### config.mk
export PLATFORM = sky130hd
export DESIGN_NAME = jts16_ramarb_flat
export DESIGN_NICKNAME = d
export VERILOG_FILES = /design/src/rtl/jts16_pkg.sv /design/src/rtl/jts16_ramarb_if.sv /design/src/rtl/jts16_ramarb.sv /design/src/flat_wrapper.sv
export SDC_FILE = /design/constraint.sdc
export NUM_CORES = 1
export LEC_CHECK = 0
export ABC_AREA = 1
export CAP_MARGIN = 10
export CORE_ASPECT_RATIO = 1.2
export CORE_MARGIN = 5
export CORE_UTILIZATION = 39
export CTS_CLUSTER_DIAMETER = 30
export DETAILED_ROUTE_END_ITERATION = 10
export DONT_BUFFER_PORTS = 1
export SETUP_SLACK_MARGIN = 0.3
export SLEW_MARGIN = 20
export SYNTH_ARGS = -nofsm -noshare
export SYNTH_HDL_FRONTEND = slang
export SYNTH_SLANG_ARGS = --single-unit
### constraint.sdc
create_clock -name clk -period 5.75 [get_ports clk]
set_clock_uncertainty 0.1 [all_clocks]
set_input_delay 1.15 -clock clk [delete_from_list [all_inputs] [get_ports clk]]
set_output_delay 1.15 -clock clk [all_outputs]
set_load 0.03 [all_outputs]
### src/rtl/jts16_pkg.sv
// Shared definitions for the System 16 work-RAM/VRAM slot arbiter:
// FSM states, grant-owner encoding and SDRAM byte-mask constants.
package jts16_pkg;

    typedef enum logic [1:0] {
        IDLE,
        GNT_CPU,
        GNT_MCU,
        GAP
    } state_t;

    typedef enum logic {
        OWN_CPU,
        OWN_MCU
    } owner_t;

    localparam logic [1:0] DSN_RD = 2'b11;

    // The 68000 is big-endian, so an odd byte address is the low byte (LDSn active).
    function automatic logic [1:0] mcu_dsn(input logic we, input logic lsb);
        if (!we) return DSN_RD;
        return lsb ? 2'b10 : 2'b01;
    endfunction

endpackage

### src/rtl/jts16_ramarb_if.sv
// Bus bundle for jts16_ramarb: CPU bus, MCU port and SDRAM request side.
// The slave modport is the arbiter; the master modport is everything around it.
interface jts16_ramarb_if #(parameter int AW = 15);

    logic          cpu_ram_cs;
    logic          cpu_vram_cs;
    logic [AW:1]   cpu_addr;
    logic [15:0]   cpu_dout;
    logic          UDSWn;
    logic          LDSWn;
    logic          cpu_ok;
    logic [15:0]   cpu_data;

    logic          mcu_cs;
    logic          mcu_we;
    logic [AW:0]   mcu_addr;
    logic [7:0]    mcu_din;
    logic          mcu_ok;
    logic [7:0]    mcu_dout;

    logic          ram_cs;
    logic          vram_cs;
    logic [AW:1]   ram_addr;
    logic [15:0]   ram_din;
    logic [1:0]    ram_dsn;
    logic          ram_we;
    logic [15:0]   ram_data;
    logic          ram_ok;

    logic          timeout;

    modport slave (
        input  cpu_ram_cs, cpu_vram_cs, cpu_addr, cpu_dout, UDSWn, LDSWn,
        output cpu_ok, cpu_data,
        input  mcu_cs, mcu_we, mcu_addr, mcu_din,
        output mcu_ok, mcu_dout,
        output ram_cs, vram_cs, ram_addr, ram_din, ram_dsn, ram_we,
        input  ram_data, ram_ok,
        output timeout
    );

    modport master (
        output cpu_ram_cs, cpu_vram_cs, cpu_addr, cpu_dout, UDSWn, LDSWn,
        input  cpu_ok, cpu_data,
        output mcu_cs, mcu_we, mcu_addr, mcu_din,
        input  mcu_ok, mcu_dout,
        input  ram_cs, vram_cs, ram_addr, ram_din, ram_dsn, ram_we,
        output ram_data, ram_ok,
        input  timeout
    );

endinterface

### src/rtl/jts16_ramarb.sv
// Arbitrates the shared work-RAM/VRAM SDRAM slot between the 68000 and the i8751 MCU,
// with round-robin on ties, a forced idle cycle between grants and a grant timeout.
module jts16_ramarb
    import jts16_pkg::*;
#(
    parameter int TOUT = 255
) (
    input  logic            clk,
    input  logic            rst,
    jts16_ramarb_if.slave   bus
);

    localparam logic [7:0] TOUT_LAST = 8'(TOUT - 1);

    state_t      state;
    owner_t      last_gnt;
    logic        cpu_done;
    logic        first;
    logic        abandon;
    logic        mcu_lsb;
    logic [7:0]  cnt;

    logic        cpu_any;
    logic        cpu_req;
    logic        mcu_req;
    logic        ok_q;
    logic        tout_hit;
    logic [15:0] rd_data;

    assign cpu_any  = bus.cpu_ram_cs | bus.cpu_vram_cs;
    assign cpu_req  = cpu_any & ~cpu_done;
    assign mcu_req  = bus.mcu_cs;
    assign ok_q     = bus.ram_ok & ~first;
    assign tout_hit = (cnt == TOUT_LAST);
    assign rd_data  = ok_q ? bus.ram_data : 16'hffff;

    // The first cycle of every grant ignores ram_ok, since it may still belong to the
    // previous access; an aborted grant answers with all-ones data.
    always_ff @(posedge clk) begin
        if (rst) begin
            state        <= IDLE;
            last_gnt     <= OWN_MCU;
            cpu_done     <= 1'b0;
            first        <= 1'b1;
            abandon      <= 1'b0;
            mcu_lsb      <= 1'b0;
            cnt          <= 8'd0;
            bus.cpu_ok   <= 1'b0;
            bus.cpu_data <= 16'hffff;
            bus.mcu_ok   <= 1'b0;
            bus.mcu_dout <= 8'd0;
            bus.ram_cs   <= 1'b0;
            bus.vram_cs  <= 1'b0;
            bus.ram_addr <= '0;
            bus.ram_din  <= 16'd0;
            bus.ram_dsn  <= DSN_RD;
            bus.ram_we   <= 1'b0;
            bus.timeout  <= 1'b0;
        end else begin
            bus.mcu_ok <= 1'b0;
            if (!cpu_any) begin
                bus.cpu_ok <= 1'b0;
                cpu_done   <= 1'b0;
            end
            case (state)
                IDLE: begin
                    cnt     <= 8'd0;
                    first   <= 1'b1;
                    abandon <= 1'b0;
                    if (cpu_req && (!mcu_req || last_gnt == OWN_MCU)) begin
                        state        <= GNT_CPU;
                        last_gnt     <= OWN_CPU;
                        bus.ram_cs   <= bus.cpu_ram_cs;
                        bus.vram_cs  <= ~bus.cpu_ram_cs;
                        bus.ram_addr <= bus.cpu_addr;
                        bus.ram_din  <= bus.cpu_dout;
                        bus.ram_dsn  <= {bus.UDSWn, bus.LDSWn};
                        bus.ram_we   <= ~(bus.UDSWn & bus.LDSWn);
                    end else if (mcu_req) begin
                        state        <= GNT_MCU;
                        last_gnt     <= OWN_MCU;
                        bus.ram_cs   <= 1'b1;
                        bus.vram_cs  <= 1'b0;
                        bus.ram_addr <= bus.mcu_addr[$bits(bus.mcu_addr)-1:1];
                        bus.ram_din  <= {bus.mcu_din, bus.mcu_din};
                        bus.ram_dsn  <= mcu_dsn(bus.mcu_we, bus.mcu_addr[0]);
                        bus.ram_we   <= bus.mcu_we;
                        mcu_lsb      <= bus.mcu_addr[0];
                    end
                end
                GNT_CPU, GNT_MCU: begin
                    first <= 1'b0;
                    if (state == GNT_CPU && !cpu_any) abandon <= 1'b1;
                    if (ok_q || tout_hit) begin
                        state       <= GAP;
                        bus.ram_cs  <= 1'b0;
                        bus.vram_cs <= 1'b0;
                        bus.ram_we  <= 1'b0;
                        bus.ram_dsn <= DSN_RD;
                        if (!ok_q) bus.timeout <= 1'b1;
                        if (state == GNT_CPU) begin
                            // A 68k cycle that was withdrawn mid-access gets no answer.
                            if (!abandon && cpu_any) begin
                                bus.cpu_ok   <= 1'b1;
                                cpu_done     <= 1'b1;
                                bus.cpu_data <= rd_data;
                            end
                        end else begin
                            bus.mcu_ok   <= 1'b1;
                            bus.mcu_dout <= mcu_lsb ? rd_data[7:0] : rd_data[15:8];
                        end
                    end else begin
                        cnt <= cnt + 8'd1;
                    end
                end
                GAP: begin
                    state <= IDLE;
                end
                default: begin
                    state <= IDLE;
                end
            endcase
        end
    end

endmodule

### src/flat_wrapper.sv
// flat-port wrapper written by rule: the top's interface ports become plain ports
module jts16_ramarb_flat import jts16_pkg::*;
#(
    parameter int TOUT = 255
)
  (clk, rst, bus_cpu_ram_cs, bus_cpu_vram_cs, bus_cpu_addr, bus_cpu_dout, bus_UDSWn, bus_LDSWn, bus_cpu_ok, bus_cpu_data, bus_mcu_cs, bus_mcu_we, bus_mcu_addr, bus_mcu_din, bus_mcu_ok, bus_mcu_dout, bus_ram_cs, bus_vram_cs, bus_ram_addr, bus_ram_din, bus_ram_dsn, bus_ram_we, bus_ram_data, bus_ram_ok, bus_timeout);
  jts16_ramarb_if #(.AW(15)) bus_i ();
  input  logic clk;
  input  logic rst;
  input wire logic [$bits(bus_i.cpu_ram_cs)-1:0] bus_cpu_ram_cs;
  input wire logic [$bits(bus_i.cpu_vram_cs)-1:0] bus_cpu_vram_cs;
  input wire logic [$bits(bus_i.cpu_addr)-1:0] bus_cpu_addr;
  input wire logic [$bits(bus_i.cpu_dout)-1:0] bus_cpu_dout;
  input wire logic [$bits(bus_i.UDSWn)-1:0] bus_UDSWn;
  input wire logic [$bits(bus_i.LDSWn)-1:0] bus_LDSWn;
  output wire logic [$bits(bus_i.cpu_ok)-1:0] bus_cpu_ok;
  output wire logic [$bits(bus_i.cpu_data)-1:0] bus_cpu_data;
  input wire logic [$bits(bus_i.mcu_cs)-1:0] bus_mcu_cs;
  input wire logic [$bits(bus_i.mcu_we)-1:0] bus_mcu_we;
  input wire logic [$bits(bus_i.mcu_addr)-1:0] bus_mcu_addr;
  input wire logic [$bits(bus_i.mcu_din)-1:0] bus_mcu_din;
  output wire logic [$bits(bus_i.mcu_ok)-1:0] bus_mcu_ok;
  output wire logic [$bits(bus_i.mcu_dout)-1:0] bus_mcu_dout;
  output wire logic [$bits(bus_i.ram_cs)-1:0] bus_ram_cs;
  output wire logic [$bits(bus_i.vram_cs)-1:0] bus_vram_cs;
  output wire logic [$bits(bus_i.ram_addr)-1:0] bus_ram_addr;
  output wire logic [$bits(bus_i.ram_din)-1:0] bus_ram_din;
  output wire logic [$bits(bus_i.ram_dsn)-1:0] bus_ram_dsn;
  output wire logic [$bits(bus_i.ram_we)-1:0] bus_ram_we;
  input wire logic [$bits(bus_i.ram_data)-1:0] bus_ram_data;
  input wire logic [$bits(bus_i.ram_ok)-1:0] bus_ram_ok;
  output wire logic [$bits(bus_i.timeout)-1:0] bus_timeout;
  assign bus_i.cpu_ram_cs = bus_cpu_ram_cs;
  assign bus_i.cpu_vram_cs = bus_cpu_vram_cs;
  assign bus_i.cpu_addr = bus_cpu_addr;
  assign bus_i.cpu_dout = bus_cpu_dout;
  assign bus_i.UDSWn = bus_UDSWn;
  assign bus_i.LDSWn = bus_LDSWn;
  assign bus_cpu_ok = bus_i.cpu_ok;
  assign bus_cpu_data = bus_i.cpu_data;
  assign bus_i.mcu_cs = bus_mcu_cs;
  assign bus_i.mcu_we = bus_mcu_we;
  assign bus_i.mcu_addr = bus_mcu_addr;
  assign bus_i.mcu_din = bus_mcu_din;
  assign bus_mcu_ok = bus_i.mcu_ok;
  assign bus_mcu_dout = bus_i.mcu_dout;
  assign bus_ram_cs = bus_i.ram_cs;
  assign bus_vram_cs = bus_i.vram_cs;
  assign bus_ram_addr = bus_i.ram_addr;
  assign bus_ram_din = bus_i.ram_din;
  assign bus_ram_dsn = bus_i.ram_dsn;
  assign bus_ram_we = bus_i.ram_we;
  assign bus_i.ram_data = bus_ram_data;
  assign bus_i.ram_ok = bus_ram_ok;
  assign bus_timeout = bus_i.timeout;
  jts16_ramarb #(.TOUT(TOUT)) u_core (.clk(clk), .rst(rst), .bus(bus_i));
endmodule
Word level (Yosys, flattened, before mapping)
Index checks and enable logic that the tools add are counted.

Flip-flop bits (word level): 78. Input port bits: 80. Output and inout bits: 63. Logic and storage cells: 110.

Add/subtract/negate cells: 1. Eq/ne operators: 8. Muxes and demuxes: 48. Bitwise operators: 13. Reduce and logical (&&, ||, !) cells: 22.

Operator list (number): $mux 16 (3); $mux 15 (2); $mux 1 (25); $mux 2 (8); $mux 8 (2); $pmux 8 s2 (1); $reduce_and 3->1 (4); $pmux 1 s2 (5); $not 1->1 (9); $add 8x1->8 const B (1); $eq 8x8->1 const B (1); $reduce_and 2->1 (4); $pmux 2 s3 (1); $eq 2x2->1 const B (2); $ne 2x1->1 const B (2); $pmux 2 s2 (1); $reduce_and 4->1 (1); $reduce_bool 2->1 (2); $and 1x1->1 (3); $logic_and 1x1->1 (3); $logic_not 1->1 (3); $ne 3x2->1 const B (1); $reduce_or 3->1 (1); $eq 2x1->1 const B (1); 5 further kinds (6).

Longest topological paths before layout
Depth after elaboration: 10. Mapped depth: 12. Mapped depth without buffers: 11.

Worst setup path after synthesis
No wires, ideal clock.

Kind: input -> register. From: input port bus_cpu_vram_cs. To: register u_core.bus.ram_din[0]. Library setup time: 0.117 ns. Data arrival time: 2.058 ns. Required time: 5.533 ns. Path slack: 3.475 ns. Stages: 8. Path buffers: 2. Path through: nor2_1 -> inv_2 -> nand2_1 -> a21oi_2 -> buf_4 -> buf_4 -> o21ai_0 -> nor2_1.

Longest elaborated chain between the ends: 5. Elaborated cells between the ends (all ways): 6. Classes of those cells: 1 x mux; 2 x bitwise; 3 x reduce/logical.

RTL lines: start: declaration (RTL line flat_wrapper.sv:11) `input wire logic [$bits(bus_i.cpu_vram_cs)-1:0] bus_cpu_vram_cs;`; $or 1x1->1 (*) (RTL line jts16_ramarb.sv:30) `assign cpu_any = bus.cpu_ram_cs | bus.cpu_vram_cs;`; $and 1x1->1 (*) (RTL line jts16_ramarb.sv:31) `assign cpu_req = cpu_any & ~cpu_done;`; $logic_and 1x1->1 (*) (RTL line jts16_ramarb.sv:70) `if (cpu_req && (!mcu_req || last_gnt == OWN_MCU)) begin`; $reduce_bool 2->1 (no source line); $reduce_and 2->1 (no source line); end signal: assignment (RTL line jts16_ramarb.sv:76) `bus.ram_din <= bus.cpu_dout;`; end signal: assignment (RTL line jts16_ramarb.sv:85) `bus.ram_din <= {bus.mcu_din, bus.mcu_din};`; end: declaration (RTL line jts16_ramarb_if.sv:37) `output ram_cs, vram_cs, ram_addr, ram_din, ram_dsn, ram_we,`.

Every way passes the cells marked *; elsewhere a longest branch is shown, timed or not. A chain may end at the register's enable or synchronous reset.

Worst setup path after layout
From: input port bus_cpu_vram_cs. To: register u_core.bus.ram_we.

Longest elaborated chain between the ends: 5. Elaborated cells between the ends (all ways): 7. Classes of those cells: 1 x eq/ne; 2 x mux; 2 x bitwise; 2 x reduce/logical.

RTL lines: $or 1x1->1 (*) (RTL line jts16_ramarb.sv:30); $and 1x1->1 (*) (RTL line jts16_ramarb.sv:31); $logic_and 1x1->1 (*) (RTL line jts16_ramarb.sv:70); $ne 3x2->1 (no source line) / $mux 1 (equally long branches); $reduce_and 3->1 (no source line) / $pmux 1 s2 (equally long branches); end signal: assignment (RTL line jts16_ramarb.sv:78) `bus.ram_we <= ~(bus.UDSWn & bus.LDSWn);`; end signal: assignment (RTL line jts16_ramarb.sv:87) `bus.ram_we <= bus.mcu_we;`; end: declaration (RTL line jts16_ramarb_if.sv:37).

Marked as above.

==> impl_metrics.toml <==
[outcome]
status = "finished clean"

[critical_path]
crit_type = "primary input to flop"
cp_max_fo = 33
timing.critical_path.required_ns = 5.94
startpoint_type = "primary input"
crit_arrival_ns = 3.02
end_kind = "flop"

[logic_synthesis]
syn_area_um2 = 3516
ys_seq_area_frac = 0.4441
syn_avg_cell_area_um2 = 7.103
synth_top_area_share = 0.4441
yosysWarnings = 0
synth_cell_type_count = 29
synth_area_leader_cell = "dfxtp_1"
syn-num-nets = 581
synth_cells = 495
synth_area_leaders = "dfxtp_1 (44%), nand2_1 (15%), o21ai_0 (8.3%)"
ys_seq_elements = 78

[pwr]
ir_worst_vdd_uv = 250.5
clkPwrFrac = 0.216
seq_power_share = 0.482
powerDensity_nw_per_um2 = 533.5
leakage_nw = 1.629
netSwitchingPower_mw = 0.9292
combPwrFrac = 0.302
switching_share = 0.4605
p_int_mw = 1.089

[global_routing]
track_usage = 0.1768
antenna_found_initial = 0
grt_pass1_vias = 3173
grt_pass1_wl_mm = 15.80
grt-ovfl-total = 0
grt_max_degree = 44

[route]
wirelength_mm = 9.475
drcViolationCount = 0
dr.first_iter.drc_count = 140
wl_per_cell_um = 15.58
detail-route-antenna-nets = 0
via_per_inst = 5.217
vias = 3172
first_pass_iters = 4

[finish]
fillCellCount = 962
regArea_um2 = 1562
area_delta_synth_final_pct = 7.580
drive_above_1_share = 0.07582
nets = 569
post-route-cell-area_um2 = 3782
multi_input_area_um2 = 1709
antenna_cells = 0

[timing]
tightestPinTransition_ns = 0.9706
hold_viol = 0
setup_viol = 0
rsz0062_at_grt = "false"
tns_ns = 0
maxSlewViolCount = 0
maxSlewHeadroom = 0.3522
period_share = 0.4926
fmax_mhz = 353.0
period_needed_ns = 2.832

[floorplanning]
die_area_um2 = 11020
num_io_pins = 143
dieHeight_um = 114.0
core_area_um2 = 8939
start_util = 0.3933
die_w_um = 96.68
core.rowCount = 38

[cts]
insertion_delay_ns = 0.35
ctsRootBufferMaster = "clkbuf_8"
cts_tree = "done"
post_cts_buffers = 0
cts_made_buffers = 9
ctsLongestPathBuffers = 2
cts_resized = 0
cts.reportedPaths.clkPinSlew_ns = 0.08
cts_htree_levels = 3
clock-sinks = 78
cts_hold_buffers = 0

[placed_design]
place_area_um2 = 3571
place_congestion = 0.8532
dpl.hpwl_mm = 7.036
port-buffer-count = 0

[min_path]
hold_path.class = "flop to flop"

[run]
drv_cap = 0
[layout by cell type, fill, tap and decap left out, drive strengths merged]
cell type / n
inv: 31
o41ai: 1
nand4: 2
nor2: 56
clkbuf: 12
nand3: 32
o21ai: 65
nand2: 141
dfxtp: 78
or2: 1
buf: 2
a21oi: 55
bufinv: 1
nand3b: 1
nor4: 1
ha: 6
o211ai: 1
clkinvlp: 2
[path summary, 6_finish.rpt]
kind                                 startpoint                 to  slack [ns]  cells past startpoint
worst min-delay path            u_core.cpu_done    u_core.cpu_done        0.40                      2
worst min register to register  u_core.cpu_done    u_core.cpu_done        0.40                      2
worst max register to register  u_core.cpu_done  u_core.bus.ram_we        3.44                      7
worst max-delay path            bus_cpu_vram_cs  u_core.bus.ram_we        2.92                      8
[metrics by stage]
| stage | std cells | hold WS, ns | total power, mW | util | worst slack, ns |
|---|---|---|---|---|---|
| after floorplan | 495 | 0.3289 | 1.446 | - | 3.475 |
| after global placement | 591 | 0.3555 | 1.559 | 0.3964 | 2.185 |
| after detailed placement | 592 | 0.3764 | 1.597 | 0.3995 | 2.060 |
| after CTS | 608 | 0.3970 | 2.042 | 0.4229 | 2.457 |
| after global routing | 608 | 0.4267 | 2.178 | 0.4232 | 2.615 |
| final | 608 | 0.4020 | 2.018 | 0.4232 | 2.918 |
[cell families after synthesis]
logic type | after synthesis | synth area share
compound gates | 122 | 0.1786
fa+ha+maj | 6 | 0.02135
buf+inv | 55 | 0.07260
flops | 78 | 0.4441
simple gates | 234 | 0.2833
[power by group through the flow]
stage / clock [mW] / sequential [mW] / combinational [mW]
4_1_cts: 0.452 / 0.977 / 0.613
5_1_grt: 0.476 / 0.991 / 0.711
2_1_floorplan: 0 / 0.948 / 0.498
3_5_place_dp: 0 / 0.987 / 0.610
3_3_place_gp: 0 / 0.987 / 0.572
6_report: 0.437 / 0.973 / 0.608
[sequential cells by signal, indices dropped and copies added, names as in the netlist]
register	cells
u_core.bus.ram_cs	1
u_core.mcu_lsb	1
u_core.first	1
u_core.bus.mcu_ok	1
u_core.cnt	8
u_core.bus.cpu_ok	1
u_core.last_gnt	1
u_core.bus.ram_din	16
u_core.state	2
u_core.bus.cpu_data	16
u_core.bus.vram_cs	1
u_core.cpu_done	1
u_core.bus.mcu_dout	8
u_core.bus.ram_we	1
u_core.abandon	1
u_core.bus.timeout	1
u_core.bus.ram_dsn	2
u_core.bus.ram_addr	15
[critical path, cell delays in order]
cell and delay, ns:
nor2_1 0.06, nor2_1 0.16, nand2_2 0.37, inv_1 0.87, nand2_1 0.12, nand2_1 0.09, nand2_1 0.05, a21oi_1 0.15
[layout make-up]
class / instances / area share
clock inverters: 4 / 0.01422
multi-input cells: 362 / 0.4519
flip-flops and latches: 78 / 0.4128
repair buffers: 2 / 0.009262
clock buffers: 12 / 0.04102
inverters: 30 / 0.03109
well taps: 120 / 0.03970
[synthesized netlist by cell type]
master	number
nand3b_1	1
or2_2	1
nand3_2	1
ha_1	6
o21ai_0	58
nor2_2	1
nor2_8	1
o41ai_1	1
o21ai_1	7
o211ai_1	1
buf_6	3
nor2_1	53
nand2_1	137
inv_2	4
a21oi_2	3
nand2_4	2
nor2_4	1
buf_2	8
nand2_2	2
inv_1	24
dfxtp_1	78
nor4_1	1
buf_4	3
a21oi_1	52
nand4_1	2
nand3_4	1
inv_4	2
nand3_1	30
clkbuf_1	11
[routing by layer]
metal,global-route usage,up-vias,part of all wire
li1,-,1595,-
met1,0.2030,1423,0.40
met2,0.2855,135,0.46
met3,0.08073,19,0.12
met4,0.07491,0,0.020
met5,0,-,0
No activity file was read; power rests on OpenSTA's default activity.
